==> src/rtl/fmul_pipe.sv <==
// rtl/fmul_pipe.sv - pipelined IEEE-754 single-precision multiplier with pass-through tag
module fmul_pipe #(
    parameter int TAG_W = 5
) (
    input  logic             clk,
    input  logic             rst,
    input  logic             in_valid,
    input  logic             stall,
    input  logic [31:0]      x1,
    input  logic [31:0]      x2,
    input  logic [TAG_W-1:0] in_tag,
    output logic             out_valid,
    output logic [31:0]      y,
    output logic [TAG_W-1:0] out_tag,
    output logic             busy
);

    // S1: unpacked operands
    logic             s1_v_q;
    logic             s1_s_q;
    logic [7:0]       s1_e1_q, s1_e2_q;
    logic [23:0]      s1_m1_q, s1_m2_q;
    logic [TAG_W-1:0] s1_tag_q;

    // S2: partial products and operand-class flags
    logic             s2_v_q;
    logic             s2_s_q;
    logic             s2_zero_q, s2_inf_q;
    logic [7:0]       s2_e1_q, s2_e2_q;
    logic [35:0]      s2_pp_lo_q, s2_pp_hi_q;
    logic [TAG_W-1:0] s2_tag_q;
    logic             s2_zero_d, s2_inf_d;
    logic [35:0]      s2_pp_lo_d, s2_pp_hi_d;

    // S3: top 25 bits of the 48-bit product and biased exponent
    logic             s3_v_q;
    logic             s3_s_q;
    logic             s3_zero_q, s3_inf_q;
    logic [9:0]       s3_e_q;
    logic [24:0]      s3_p_q;
    logic [TAG_W-1:0] s3_tag_q;
    logic [9:0]       s3_e_d;
    logic [24:0]      s3_p_d;

    // S4: normalised mantissa and exponent
    logic             s4_v_q;
    logic             s4_s_q;
    logic             s4_zero_q, s4_inf_q;
    logic [9:0]       s4_ey_q;
    logic [22:0]      s4_my_q;
    logic [TAG_W-1:0] s4_tag_q;
    logic [9:0]       s4_ey_d;
    logic [22:0]      s4_my_d;

    // Output register
    logic             out_valid_q;
    logic [31:0]      y_q;
    logic [TAG_W-1:0] out_tag_q;
    logic [31:0]      y_d;

    // S1: capture sign, exponents and mantissas with the hidden bit restored
    always_ff @(posedge clk or posedge rst) begin
        if (rst) begin
            s1_v_q   <= 1'b0;
            s1_s_q   <= 1'b0;
            s1_e1_q  <= 8'd0;
            s1_e2_q  <= 8'd0;
            s1_m1_q  <= 24'd0;
            s1_m2_q  <= 24'd0;
            s1_tag_q <= '0;
        end else if (!stall) begin
            s1_v_q   <= in_valid;
            s1_s_q   <= x1[31] ^ x2[31];
            s1_e1_q  <= x1[30:23];
            s1_e2_q  <= x2[30:23];
            s1_m1_q  <= {1'b1, x1[22:0]};
            s1_m2_q  <= {1'b1, x2[22:0]};
            s1_tag_q <= in_tag;
        end
    end

    // S2 next state: split the 24x24 multiply into two 24x12 halves
    always_comb begin
        s2_pp_lo_d = 36'(s1_m1_q) * 36'(s1_m2_q[11:0]);
        s2_pp_hi_d = 36'(s1_m1_q) * 36'(s1_m2_q[23:12]);
        s2_zero_d  = (s1_e1_q == 8'd0) || (s1_e2_q == 8'd0);
        s2_inf_d   = (s1_e1_q == 8'hFF) || (s1_e2_q == 8'hFF);
    end

    // S2 registers
    always_ff @(posedge clk or posedge rst) begin
        if (rst) begin
            s2_v_q     <= 1'b0;
            s2_s_q     <= 1'b0;
            s2_zero_q  <= 1'b0;
            s2_inf_q   <= 1'b0;
            s2_e1_q    <= 8'd0;
            s2_e2_q    <= 8'd0;
            s2_pp_lo_q <= 36'd0;
            s2_pp_hi_q <= 36'd0;
            s2_tag_q   <= '0;
        end else if (!stall) begin
            s2_v_q     <= s1_v_q;
            s2_s_q     <= s1_s_q;
            s2_zero_q  <= s2_zero_d;
            s2_inf_q   <= s2_inf_d;
            s2_e1_q    <= s1_e1_q;
            s2_e2_q    <= s1_e2_q;
            s2_pp_lo_q <= s2_pp_lo_d;
            s2_pp_hi_q <= s2_pp_hi_d;
            s2_tag_q   <= s1_tag_q;
        end
    end

    // S3 next state: combine halves; only P[47:23] matters after truncation
    always_comb begin
        s3_p_d = 25'((48'(s2_pp_lo_q) + {s2_pp_hi_q, 12'd0}) >> 23);
        s3_e_d = {2'b00, s2_e1_q} + {2'b00, s2_e2_q} - 10'd127;
    end

    // S3 registers
    always_ff @(posedge clk or posedge rst) begin
        if (rst) begin
            s3_v_q    <= 1'b0;
            s3_s_q    <= 1'b0;
            s3_zero_q <= 1'b0;
            s3_inf_q  <= 1'b0;
            s3_e_q    <= 10'd0;
            s3_p_q    <= 25'd0;
            s3_tag_q  <= '0;
        end else if (!stall) begin
            s3_v_q    <= s2_v_q;
            s3_s_q    <= s2_s_q;
            s3_zero_q <= s2_zero_q;
            s3_inf_q  <= s2_inf_q;
            s3_e_q    <= s3_e_d;
            s3_p_q    <= s3_p_d;
            s3_tag_q  <= s2_tag_q;
        end
    end

    // S4 next state: normalise on the product carry bit, truncating the mantissa
    always_comb begin
        s4_my_d = s3_p_q[24] ? s3_p_q[23:1] : s3_p_q[22:0];
        s4_ey_d = s3_e_q + {9'd0, s3_p_q[24]};
    end

    // S4 registers
    always_ff @(posedge clk or posedge rst) begin
        if (rst) begin
            s4_v_q    <= 1'b0;
            s4_s_q    <= 1'b0;
            s4_zero_q <= 1'b0;
            s4_inf_q  <= 1'b0;
            s4_ey_q   <= 10'd0;
            s4_my_q   <= 23'd0;
            s4_tag_q  <= '0;
        end else if (!stall) begin
            s4_v_q    <= s3_v_q;
            s4_s_q    <= s3_s_q;
            s4_zero_q <= s3_zero_q;
            s4_inf_q  <= s3_inf_q;
            s4_ey_q   <= s4_ey_d;
            s4_my_q   <= s4_my_d;
            s4_tag_q  <= s3_tag_q;
        end
    end

    // Exception selection in priority order: zero operand, inf/NaN operand, underflow, overflow
    always_comb begin
        y_d = {s4_s_q, s4_ey_q[7:0], s4_my_q};
        if (s4_zero_q) begin
            y_d = {s4_s_q, 31'd0};
        end else if (s4_inf_q) begin
            y_d = {s4_s_q, 8'hFF, 23'd0};
        end else if ($signed(s4_ey_q) <= 10'sd0) begin
            y_d = {s4_s_q, 31'd0};
        end else if ($signed(s4_ey_q) >= 10'sd255) begin
            y_d = {s4_s_q, 8'hFF, 23'd0};
        end
    end

    // Output register: held under stall so a presented result stays visible
    always_ff @(posedge clk or posedge rst) begin
        if (rst) begin
            out_valid_q <= 1'b0;
            y_q         <= 32'd0;
            out_tag_q   <= '0;
        end else if (!stall) begin
            out_valid_q <= s4_v_q;
            y_q         <= y_d;
            out_tag_q   <= s4_tag_q;
        end
    end

    assign out_valid = out_valid_q;
    assign y         = y_q;
    assign out_tag   = out_tag_q;
    assign busy      = s1_v_q | s2_v_q | s3_v_q | s4_v_q | out_valid_q;

endmodule

==> config.mk <==
export PLATFORM = sky130hd
export DESIGN_NAME = fmul_pipe
export DESIGN_NICKNAME = d
export VERILOG_FILES = /design/src/rtl/fmul_pipe.sv
export SDC_FILE = /design/constraint.sdc
export NUM_CORES = 2
export LEC_CHECK = 0
export ABC_CLOCK_PERIOD_IN_PS = 12000
export CORE_MARGIN = 2
export CORE_UTILIZATION = 35
export DETAILED_ROUTE_END_ITERATION = 10
export DONT_BUFFER_PORTS = 1
export SLEW_MARGIN = 25
export SYNTH_ARGS = -nofsm -noshare
export SYNTH_HDL_FRONTEND = slang
export SYNTH_SLANG_ARGS = --single-unit
==> constraint.sdc <==
create_clock -name clk -period 12 [get_ports clk]
set_clock_uncertainty 0.2 [all_clocks]
set_input_delay 3 -clock clk [delete_from_list [all_inputs] [get_ports clk]]
set_output_delay 3 -clock clk [all_outputs]
set_load 0.01 [all_outputs]
==> flow_metrics.env <==
export IMPL_status="finished clean"
export IMPL_synthMuxAreaShare=0.0565
export IMPL_synth_compound_area_frac=0.0755
export IMPL_htreeDepth=2
export IMPL_dieArea_sq_um=86100
export IMPL_wl_microns=70300
export IMPL_cts_resized=0
export IMPL_fp_coreArea_sq_um=83300
export IMPL_drv_cap=0
export IMPL_clkTransAtPathRegs_ns=0.06
export IMPL_critPathLaunchType="flop"
export IMPL_gp_congestion=0.849
export IMPL_portBuffers=0
export IMPL_drv_slew=0
export IMPL_synth_distinct_cells=71
export IMPL_top_usage_layer="met2"
export IMPL_antenna_found_initial=2
export IMPL_min_period_ns=6.68
export IMPL_slew_headroom=0.271
export IMPL_grt_max_degree=402
export IMPL_drt_initial_drc_count=1112
export IMPL_synth_top_cell_area_share=0.300
export IMPL_clk_path_buf_depth=3
export IMPL_critPathRequiredTime_ns=12.23
export IMPL_ys_top_cells_by_count="567 x nand2_1, 525 x inv_1, 440 x fa_1, 279 x dfrtp_1, 184 x ha_1"
export IMPL_yosysMostFrequentCell="nand2_1"
export IMPL_setup_ws_ns=5.32
export IMPL_cts_tree="done"
export IMPL_via_per_inst=4.93
export IMPL_stdcell_count=4065
export IMPL_worstMarginPinSlew_ns=1.09
export IMPL_hold_viol_final=0
export IMPL_overflow=0
export IMPL_wl_per_cell_microns=17.3
export IMPL_fin_nets=3656
export IMPL_yosys_area_top_type="fa_1"
export IMPL_r2r_cells=19
export IMPL_grt_use_total=0.168
export IMPL_grt_pass1_wl_microns=115000
export IMPL_clockRootBuffer="clkbuf_16"
export IMPL_cp_max_fo=25
export IMPL_min_path_type="flop to flop"
export IMPL_cts_made_buffers=35
export IMPL_clock_sinks=279
export IMPL_initial_core_util=0.352
export IMPL_ys_seq_area_frac=0.238
export IMPL_crit_type="flop to flop"
export IMPL_multi_input_area_sq_um=19800
export IMPL_use_met2=0.278
export IMPL_die_h_microns=293
export IMPL_syn_to_final_growth_pct=7.02
export IMPL_drt_pass1_iterations=5
export IMPL_setup_total_negative_slack_ns=0
export IMPL_remaining_drc_errors=0
export IMPL_synth_yosys_warnings=0
export IMPL_regToRegSetupSlack_ns=5.32
export IMPL_post_route_period_util=0.557
export IMPL_yosys_top_cells_area="fa_1 30%, dfrtp_1 24%, ha_1 7.9%, nand2_1 7.3%, inv_1 6.7%"
export IMPL_pre_cts_ws_ns=5.35
export IMPL_regArea_sq_um=6990
export IMPL_holdWs_ns=0.270
export IMPL_dp_hpwl_microns=51900
export IMPL_synth_fa_ha_area_frac=0.379
export IMPL_arrival_ns=6.91
export IMPL_max_freq_ghz=0.150
export IMPL_vias=20042
export IMPL_drive_gt1_frac=0.0798
export IMPL_die_w_microns=293
export IMPL_synth_seq_cells=279
export IMPL_use_met1=0.228
export IMPL_synth_top_family_by_area="adder cells"
export IMPL_synth_enable_flop_cells=0
export IMPL_yosys_area_share_simple=0.138
export IMPL_ioPinCount=112
export IMPL_async_flop_share=1.00
export IMPL_use_met3=0.0246
export IMPL_cp_end_kind="flop"
export IMPL_hold_path_cell_count=1
export IMPL_synthFlopType="dfrtp_1"
export IMPL_dp_cells=4002
export IMPL_rows=106
export IMPL_syn_instance_count=3056
export IMPL_cts_hold_buf=0
export IMPL_clk_latency_ns=0.57
export IMPL_netlist_area_sq_um=29300
export IMPL_n_fill_cell=8363
export IMPL_finalSetupViolations=0
export IMPL_drtAntennaViolNets=0
export IMPL_syn_area_per_cell_sq_um=9.59
export IMPL_synth_xor_area_share=0.0254
export IMPL_syn_num_nets=3753
export IMPL_rsz0062_at_grt="no"
export IMPL_grt_pass1_vias=20949
export IMPL_post_cts_buffers=0
[layer usage]
metal / vias up / part of all wire
met1: 10160 / 0.44
met3: 87 / 0.053
met4: 0 / 0.025
met5: - / 0
li1: 9323 / -
met2: 472 / 0.48
[critical path, stage by stage, from the launching register on]
cell and delay, ns:
dfrtp_1 1.06, nand2_1 0.18, fa_1 0.51, fa_1 0.54, inv_1 0.05, fa_1 0.49
fa_1 0.50, inv_1 0.06, fa_1 0.47, inv_1 0.04, ha_1 0.32, and2_1 0.20
a221o_1 0.34, o21ai_2 0.18, a31oi_1 0.30, o31ai_1 0.47, nand2_1 0.19, o31ai_2 0.23
xnor2_1 0.15, o21ai_1 0.07
[kinds of logic (layout without fill, tap and decap cells)]
family | Yosys count | count (layout)
AND/OR/NAND/NOR | 900 | 900
XOR/XNOR | 85 | 85
adder cells (fa/ha/maj) | 624 | 624
other | 0 | 1
flip-flops | 279 | 279
buffers and inverters | 681 | 609
AO/OA/AOI/OAI | 337 | 337
multiplexers | 150 | 150
[cell usage in the layout (no fill, tap or decap), drive strengths merged, types with 3 or more instances in the layout]
master     n
o21a       6
buf       21
nand3     27
o21ai    134
inv      529
a31oi     14
a41oi      3
nor3      11
mux2i     25
a21oi     65
a211oi     6
xnor2     44
fa       440
dfrtp    279
or3        3
xor2      41
clkbuf    47
or2        5
nand4     19
a22o      22
o31ai     18
ha       184
nor2b     11
clkinv     9
o211ai     7
o2111ai    3
mux2     125
and2     161
nor4       8
and3      14
nand2    567
o21bai    13
nand2b    12
nor2      55
a21o      26
[worst paths after layout]
kind | end | startpoint
worst max-delay path | s2_pp_lo_q[35]$_DFFE_PP0N_ | s1_m1_q[9]$_DFFE_PP0N_
worst min-delay path | s1_m1_q[23]$_DFFE_PP0N_ | s1_m1_q[23]$_DFFE_PP0N_
worst max register to register | s2_pp_lo_q[35]$_DFFE_PP0N_ | s1_m1_q[9]$_DFFE_PP0N_
worst min register to register | s1_m1_q[23]$_DFFE_PP0N_ | s1_m1_q[23]$_DFFE_PP0N_
max in group asynchronous | s2_pp_hi_q[29]$_DFFE_PP0N_ | rst
min in group asynchronous | y[1]$_DFFE_PP0N_ | rst
[sequential cells by signal, indices dropped and copies added (netlist names), 5 cells and up]
| register | count |
|---|---|
| s2_e1_q | 8 |
| s1_e2_q | 8 |
| out_tag | 5 |
| y | 32 |
| s4_my_q | 23 |
| s1_e1_q | 8 |
| s3_tag_q | 5 |
| s4_ey_q | 10 |
| s2_pp_lo_q | 24 |
| s3_p_q | 25 |
| s2_pp_hi_q | 36 |
| s4_tag_q | 5 |
| s3_e_q | 10 |
| s2_tag_q | 5 |
| s1_m1_q | 24 |
| s1_tag_q | 5 |
| s1_m2_q | 23 |
| s2_e2_q | 8 |
[through the flow]
stage                      util  instance area (sq um)
final                     0.377                  31400
after global routing      0.377                  31400
after floorplan               -                  29300
after global placement    0.363                  30300
after detailed placement  0.363                  30300
after CTS                 0.377                  31400
[layout make-up]
| cell class | instances | share of cell area |
|---|---|---|
| clock inverter | 15 | 0.00455 |
| antenna | 1 | 0.0000797 |
| multi-input combinational | 2096 | 0.630 |
| inverter | 526 | 0.0632 |
| tap | 1080 | 0.0431 |
| clock buffer | 47 | 0.0309 |
| timing repair buffer | 21 | 0.00502 |
| sequential | 279 | 0.223 |
Power is not shown: default switching activity piles up to over one toggle a cycle in this logic, so the estimate is an artifact.
